File: config.mk
export PLATFORM = sky130hd
export DESIGN_NAME = aes_link_tester
export DESIGN_NICKNAME = d
export VERILOG_FILES = /design/src/rtl/aes_link_pkg.sv /design/src/rtl/aes_link_sync.sv /design/src/rtl/aes_link_tester.sv
export SDC_FILE = /design/constraint.sdc
export NUM_CORES = 1
export LEC_CHECK = 0
export BUFFER_PORTS_ARGS = -buffer_cell sky130_fd_sc_hd__buf_4
export CAP_MARGIN = 10
export CORE_ASPECT_RATIO = 1.4
export CORE_MARGIN = 4
export CORE_UTILIZATION = 42
export CTS_BUF_LIST = sky130_fd_sc_hd__clkbuf_2
export DETAILED_ROUTE_END_ITERATION = 8
export GPL_TIMING_DRIVEN = 0
export PLACE_DENSITY = 0.74
export SLEW_MARGIN = 0
export SYNTH_ARGS = -nofsm -noshare
export SYNTH_HDL_FRONTEND = slang
export SYNTH_SLANG_ARGS = --single-unit
File: constraint.sdc
create_clock -name clk -period 2.1 [get_ports clk]
set_input_delay 0.42 -clock clk [delete_from_list [all_inputs] [get_ports clk]]
set_output_delay 0.42 -clock clk [all_outputs]
set_load 0.01 [all_outputs]
File: src/rtl/aes_link_pkg.sv
// Shared types and constants for the AES chip link tester.
// The link is 9 bits wide: eight data bits plus a strobe on bit 8.
package aes_link_pkg;

    localparam int STROBE_BIT = 8;
    localparam int LINK_W     = 9;

    typedef enum logic [2:0] {
        IDLE,
        LOAD,
        SEND,
        WAIT_RX,
        CHECK
    } link_state_t;

endpackage

File: src/rtl/aes_link_sync.sv
// Brings the chip's 9-bit response bus into the clk domain through two flops.
// It also produces a one-cycle pulse on each rising edge of the synchronised strobe.
// The data byte it outputs is the synchronised copy that lines up with that pulse.
module aes_link_sync
    import aes_link_pkg::*;
(
    input  logic              clk,
    input  logic              rst_n,
    input  logic [LINK_W-1:0] link_in,
    output logic [7:0]        link_data,
    output logic              strobe_rise
);

    logic [LINK_W-1:0] sync_1;
    logic [LINK_W-1:0] sync_2;
    logic              strobe_prev;

    // Two-stage synchroniser plus a delayed strobe copy for edge detection
    always_ff @(posedge clk or negedge rst_n) begin
        if (!rst_n) begin
            sync_1      <= '0;
            sync_2      <= '0;
            strobe_prev <= 1'b0;
        end else begin
            sync_1      <= link_in;
            sync_2      <= sync_1;
            strobe_prev <= sync_2[STROBE_BIT];
        end
    end

    assign link_data   = sync_2[7:0];
    assign strobe_rise = sync_2[STROBE_BIT] & ~strobe_prev;

endmodule

File: src/rtl/aes_link_tester.sv
// Traffic and check engine for the byte-serial AES chip link.
// It serialises one stimulus frame per transaction and captures the response frame.
// It compares the response to the expected frame and counts total, correct and timed-out frames.
// Optional feature: define AES_LINK_TIMEOUT_EN to abort frames whose response stalls.
module aes_link_tester
    import aes_link_pkg::*;
#(
    parameter int TX_BYTES = 32,
    parameter int RX_BYTES = 16,
    parameter int TICK_DIV = 50,
    parameter int TIMEOUT  = 4096,
    parameter int CNT_W    = 32
) (
    input  logic                  clk,
    input  logic                  rst_n,
    input  logic                  work,
    input  logic                  enc,
    input  logic                  src_valid,
    output logic                  src_ready,
    input  logic [TX_BYTES*8-1:0] src_data,
    input  logic [RX_BYTES*8-1:0] exp_data,
    output logic                  chip_enc,
    output logic [LINK_W-1:0]     aes_tx,
    input  logic [LINK_W-1:0]     aes_rx,
    output logic                  busy,
    output logic [CNT_W-1:0]      total,
    output logic [CNT_W-1:0]      correct,
    output logic [CNT_W-1:0]      timeouts
);

    localparam int DIV_W = (TICK_DIV > 1) ? $clog2(TICK_DIV) : 1;
    localparam int TXC_W = $clog2(TX_BYTES + 1);
    localparam logic [DIV_W-1:0] DIV_LAST = DIV_W'(TICK_DIV - 1);
    localparam logic [TXC_W-1:0] TX_LAST  = TXC_W'(TX_BYTES - 1);

    link_state_t           state;
    link_state_t           state_next;
    logic [TX_BYTES*8-1:0] tx_shift;
    logic [RX_BYTES*8-1:0] exp_shift;
    logic [RX_BYTES-1:0]   mismatch;
    logic [RX_BYTES-1:0]   rx_slot;
    logic [DIV_W-1:0]      div_cnt;
    logic [TXC_W-1:0]      tx_cnt;
    logic                  strobe_phase;
    logic [7:0]            rx_byte;
    logic                  rx_rise;
    logic                  tick;
    logic                  tx_done;
    logic                  capture;
    logic                  rx_done;
    logic                  timeout_hit;
    logic                  frame_timed_out;

    aes_link_sync u_sync (
        .clk         (clk),
        .rst_n       (rst_n),
        .link_in     (aes_rx),
        .link_data   (rx_byte),
        .strobe_rise (rx_rise)
    );

    assign tick    = (state == SEND) && (div_cnt == DIV_LAST);
    assign tx_done = tick && strobe_phase && (tx_cnt == TX_LAST);
    assign capture = (state == WAIT_RX) && rx_rise;
    assign rx_done = capture && rx_slot[RX_BYTES-1];

`ifdef AES_LINK_TIMEOUT_EN
    localparam int WAIT_W = $clog2(TIMEOUT + 1);
    localparam logic [WAIT_W-1:0] WAIT_LAST = WAIT_W'(TIMEOUT - 1);

    logic [WAIT_W-1:0] wait_cnt;
    logic [CNT_W-1:0]  timeout_cnt;

    assign timeout_hit = (state == WAIT_RX) && !capture && (wait_cnt == WAIT_LAST);
    assign timeouts    = timeout_cnt;

    // Idle-cycle watchdog for the response, held at zero outside WAIT_RX and on every capture
    always_ff @(posedge clk or negedge rst_n) begin
        if (!rst_n) begin
            wait_cnt        <= '0;
            timeout_cnt     <= '0;
            frame_timed_out <= 1'b0;
        end else begin
            if (state != WAIT_RX || capture) begin
                wait_cnt <= '0;
            end else begin
                wait_cnt <= wait_cnt + WAIT_W'(1);
            end
            if (state == LOAD) begin
                frame_timed_out <= 1'b0;
            end else if (timeout_hit) begin
                frame_timed_out <= 1'b1;
                timeout_cnt     <= timeout_cnt + CNT_W'(1);
            end
        end
    end
`else
    assign timeout_hit     = 1'b0;
    assign frame_timed_out = 1'b0;
    assign timeouts        = '0;
`endif

    // FSM state register
    always_ff @(posedge clk or negedge rst_n) begin
        if (!rst_n) begin
            state <= IDLE;
        end else begin
            state <= state_next;
        end
    end

    // FSM next-state and handshake outputs
    always_comb begin
        state_next = state;
        src_ready  = 1'b0;
        busy       = (state != IDLE);
        case (state)
            IDLE: begin
                if (work && src_valid) begin
                    state_next = LOAD;
                end
            end
            LOAD: begin
                src_ready  = 1'b1;
                state_next = SEND;
            end
            SEND: begin
                if (tx_done) begin
                    state_next = WAIT_RX;
                end
            end
            WAIT_RX: begin
                if (rx_done || timeout_hit) begin
                    state_next = CHECK;
                end
            end
            CHECK: begin
                state_next = (work && src_valid) ? LOAD : IDLE;
            end
            default: begin
                state_next = IDLE;
            end
        endcase
    end

    // Frame latch and transmit serialiser: strobe high for one tick, low for the next
    always_ff @(posedge clk or negedge rst_n) begin
        if (!rst_n) begin
            tx_shift     <= '0;
            chip_enc     <= 1'b0;
            aes_tx       <= '0;
            div_cnt      <= '0;
            tx_cnt       <= '0;
            strobe_phase <= 1'b0;
        end else begin
            if (state == SEND && !tick) begin
                div_cnt <= div_cnt + DIV_W'(1);
            end else begin
                div_cnt <= '0;
            end
            if (state == LOAD) begin
                tx_shift     <= src_data;
                chip_enc     <= enc;
                aes_tx       <= '0;
                tx_cnt       <= '0;
                strobe_phase <= 1'b0;
            end else if (tick) begin
                if (!strobe_phase) begin
                    aes_tx       <= {1'b1, tx_shift[7:0]};
                    strobe_phase <= 1'b1;
                end else begin
                    aes_tx[STROBE_BIT] <= 1'b0;
                    strobe_phase       <= 1'b0;
                    tx_shift           <= tx_shift >> 8;
                    tx_cnt             <= tx_cnt + TXC_W'(1);
                end
            end
        end
    end

    // Response capture: each captured byte clears its mismatch bit when it equals the expected byte
    always_ff @(posedge clk or negedge rst_n) begin
        if (!rst_n) begin
            exp_shift <= '0;
            mismatch  <= '0;
            rx_slot   <= '0;
        end else if (state == LOAD) begin
            exp_shift <= exp_data;
            mismatch  <= '1;
            rx_slot   <= RX_BYTES'(1);
        end else if (capture) begin
            exp_shift <= exp_shift >> 8;
            rx_slot   <= rx_slot << 1;
            if (rx_byte == exp_shift[7:0]) begin
                mismatch <= mismatch & ~rx_slot;
            end
        end
    end

    // Frame result counters, wrapping and cleared only by reset
    always_ff @(posedge clk or negedge rst_n) begin
        if (!rst_n) begin
            total   <= '0;
            correct <= '0;
        end else if (state == CHECK) begin
            total <= total + CNT_W'(1);
            if (mismatch == '0 && !frame_timed_out) begin
                correct <= correct + CNT_W'(1);
            end
        end
    end

endmodule

* Yosys cells after proc, flatten, opt, wreduce, memory -nomap -nowiden
Cells that the tools add are included.
** Storage, ports and cells
- Bits in registers :: 525
- Input bits :: 398
- Word-level logic and storage cells :: 81
** Operators by class
- Add/sub/neg operators :: 4
- Equality and inequality tests :: 11
- Muxes and demuxes :: 26
- Bitwise logic cells :: 4
- Reduce and logical (&&, ||, !) cells :: 20
** Operator list (count)
- 256-bit 2-to-1 mux :: 3
- 128-bit 2-to-1 mux :: 2
- 16-bit 2-to-1 mux :: 5
- 32-bit by 1-bit adder with 32-bit output, second input constant :: 2
- 6-bit 2-to-1 mux :: 4
- 9-bit 2-to-1 mux :: 2
- 16-bit bitwise AND :: 1
- 16-bit zero test :: 1
- 16-bit inverter :: 1
- 3-bit one-hot mux with 5 select lines :: 1
- 6-bit by 1-bit adder with 6-bit output, second input constant :: 2
- 3-bit 2-to-1 mux :: 3
- 8-bit equality test :: 1
- 8-bit 2-to-1 mux :: 1
- 2-bit AND reduction :: 4
- 2-bit nonzero test :: 4
- 1-bit logical AND :: 7
- 3-bit by 2-bit equality test with 1-bit output, second input constant :: 2
- 6-bit by 5-bit equality test with 1-bit output, second input constant :: 1
- 6-bit equality test, second input constant :: 1
- 2-bit inequality test, second input constant :: 3
- 1-bit 2-to-1 mux :: 5
- 3-bit by 1-bit equality test with 1-bit output, second input constant :: 1
- 3-bit equality test, second input constant :: 1
- 7 further kinds :: 7

* Logic depth before layout (Yosys ltp)
- Depth after elaboration :: 6
- Gate-level depth with buffers :: 10
- Depth with buffers taken out :: 7

* By module
A second synthesis with hierarchy kept.
** Unflattened totals
- Cell total of the unflattened synthesis :: 2542
- Area total of the unflattened synthesis :: 22870.7 um2
** By module, submodules not included
- aes_link_tester :: times used 1, cells each 2514, area each 22321.4 um2
- aes_link_sync :: times used 1, cells each 28, area each 549.3 um2

* Worst setup path after synthesis
Ideal clock, no wire load.
- Path type :: flip-flop to output port
- From :: register state[0]
- To :: output src_ready
- Arrival :: 1.618 ns
- Data required time :: 1.680 ns
- Slack :: 0.062 ns
- Cell stages (with the launch flop) :: 9
- Path buffers :: 5
- Cell sequence :: dfrtp_1 buf_2 inv_1 or3_1 clkbuf_1 inv_1 buf_2 buf_2 buf_2
** Between the ends
- Cells in the longest elaborated chain, start to end :: 2
** Ends and longest elaborated chain
- start: declaration :: line aes_link_tester.sv:36 : link_state_t state;
- start signal: assignment :: line aes_link_tester.sv:108 : state <= state_next;
- 3-bit by 1-bit equality test with 1-bit output :: line aes_link_tester.sv:117 : case (state)
- 1-bit 2-to-1 mux :: line aes_link_tester.sv:117
- end: declaration :: line aes_link_tester.sv:19 : output logic src_ready,
No other way between the ends.

* Final worst setup path
Same ends and word-level chain as after synthesis.

==> metrics.txt <==
die height 284 um; cell count after synthesis 2534; #FFs+latches synth 524; antenna violations before repair 14; largest net degree at the start of global routing 120; vias per cell 5.53; Worst Slack Setup Final -0.801 ns; Avg Cell Area, Syn 9.02 um2; met2 Track Usage GR 0.533; CTS Buf Count 131; busiest grt layer met2; clock root cell clkbuf_2; total core area 53600 um2; Reg power frac 0.522; Die ar. 58200 um2; Synth-to-Final Area Change 53.7%; number of nets in the layout 4184; post-synthesis cell type count 40; RSZ-0062 raised after global routing yes; global-route wire length before repair 147000 um; Seq/Total Area, Yosys 0.574; Starting Density 0.427; GRT Residual Overflow 0; Setup Skew 0.101 ns; fin util 0.656; Residual DRC 0; Fin. Hold Viols 0; Mapped Area 22800 um2; clk sink count 524; DIE WIDTH 205 um; drt total wl 94800 um; Comb power frac 0.116; final RePlAce weighted congestion 0.899; most frequent cells in the layout nand2_1 (871), dlygate4sd3_1 (589), dfrtp_1 (515); Hold WC Path Type input pin to flop; post-layout min period 2.90 ns; GR Util met3 0.0920; CTS tree built; FP Rows 100; Clock Power Share 0.362; GRT Util Overall 0.319; MaxCap Viol Count 0; post-route antenna net violation count 0; worst path required time 1.68 ns; Tcrit/Tclk final 1.38; pwr dens 586 nW/um2; Clk pin slew, worst setup/hold paths 0.12 ns; Post-DP HPWL 54100 um; f_max 0.345 GHz; post-route insts no fill 4586; vias in the first global route 27203; worst vdd ir 503 uV; worst-path fanout max 6; H-tree Lvls 4; drt first-iter violations 2289; failing checks setup timing; Relative slew margins 0.480; yosys warns 0; drt first pass iters 6; Internal 15000 uW; Longest Clk Path Bufs 3; input/output buffers 473; met1 Use GR 0.339; Setup CP Type flop to output pin; CP Data Arrival Time 2.48 ns; most common cell after layout, fill and taps aside nand2_1; flop2flop setup slack -0.74 ns; DP Cell Count 3757; CP Capture Type output pin; max-slew violation count 0; Via Count 25354; CP Launch Type flop; Final setup viols 295; sw power 5580 uW; outcome finished, violations left; clk_lat worst skew 1.17 ns; layout cells sized above 1 0.216; Leakage 0.0169 uW; switching share of power 0.271; Worst-Margin Slew 0.773 ns; IO Count 506; WL/cell 20.7 um; Total Power 20600 uW
==> final cells by class <==
type	instances	area, um2
Buffer	204	1090
Sequential cell	524	13100
Clock inverter	33	327
Tap cell	714	893
Timing Repair Buffer	1084	9790
Clock buffer	173	866
Inverter	5	21.3
Antenna cell	18	45.0
Multi-Input combinational cell	1831	8950
Fill cell	3745	18400
==> final timing paths <==
check,start,cells past startpoint,endpoint
min reg2reg,u_sync.sync_1[6],0,u_sync.sync_2[6]
max,state[0],8,src_ready
max reg2reg,state[1],9,exp_shift[118]
min,exp_data[31],4,exp_shift[31]
min in group asynchronous,rst_n,4,total[20]
max in group asynchronous,rst_n,6,exp_shift[20]
==> routing by layer <==
metal,up-vias,wire length [um]
met2,1811,46200
met5,-,13
met4,2,7550
met3,558,9210
met1,11973,31800
li1,11010,-
==> power by group through the flow <==
stage          Combinational [uW]  Sequential [uW]  Clock [uW]
2_1_floorplan                 414            10800           0
3_3_place_gp                 1270            10900           0
4_1_cts                      2220            10700        7390
5_1_grt                      2540            10800        8070
3_5_place_dp                 1340            10900           0
6_report                     2380            10700        7450
==> synthesized netlist by cell type, drive strengths merged <==
master / count / area (um2)
buf: 81 / 489
xnor2: 52 / 455
nand3: 36 / 193
a31oi: 277 / 1730
dfrtp: 524 / 13100
mux2: 1 / 11.3
a32oi: 2 / 17.5
nor3b: 5 / 60.1
nand2: 872 / 3270
a22oi: 91 / 683
or4: 2 / 15.0
ha: 5 / 62.6
and3: 9 / 56.3
and3b: 1 / 8.76
nand4: 24 / 150
nor4: 15 / 184
nor2b: 1 / 6.26
and2: 3 / 18.8
xor2: 26 / 228
nand2b: 1 / 6.26
a21o: 16 / 120
or2: 4 / 25.0
or3: 3 / 18.8
clkbuf: 124 / 465
o21ai: 18 / 90.1
conb: 1 / 3.75
or3b: 1 / 11.3
nor2: 302 / 1130
nor3: 7 / 40.0
a21oi: 17 / 85.1
and4: 8 / 70.1
inv: 5 / 18.8
==> metrics by stage <==
stage	worst slack (ns)	hold slack [ns]	TNS, ns	instance area (um2)
after global routing	-1.00	0.0416	-135.67	35100
after global placement	-5.10	0.332	-2858.23	27400
after floorplan	0.0619	0.124	0	23000
after CTS	-1.01	0.000203	-118.73	35000
final	-0.801	0.107	-56.11	35100
after detailed placement	-0.976	0.335	-276.03	27600
==> flip-flops by register name (all words and copies together) (netlist names) <==
register and count:
aes_tx 9, chip_enc 1, correct 32, div_cnt 6, exp_shift 128, mismatch 16
rx_slot 16, state 3, total 32, tx_cnt 6, tx_shift 256, u_sync.strobe_prev 1
u_sync.sync_1 9, u_sync.sync_2 9
==> cells by family (layout without fill, tap and decap cells) <==
kind of cell	count (synthesis)	after routing	synth area share
and+or+nand+nor	1294	1294	0.231
DFF	524	524	0.574
AOI/OAI and AO/OA	421	421	0.119
buffers and inverters	210	1499	0.0426
xor gates and xnor gates	78	78	0.0299
adders and majority gates	5	5	0.00274
other	1	50	0.000164
muxes	1	1	0.000493
==> worst max-delay path, stage by stage (launching register included) <==
cell and delay, ns:
dfrtp_1 0.35, buf_6 0.11, inv_2 0.03, or3_4 0.39, inv_4 0.08, buf_6 0.12, buf_12 0.11, buf_12 0.10
buf_8 0.10
==> timing repair <==
action | 4_1_cts | 5_1_grt
gates resized for setup | 78 | 40
setup buffers | 13 | 3
hold endpoints to repair | 649 | 0
pin swaps | 4 | 1
endpoints found under the setup margin | 551 | 576
hold buffers | 590 | 0
(Power assumes the default switching activity.)
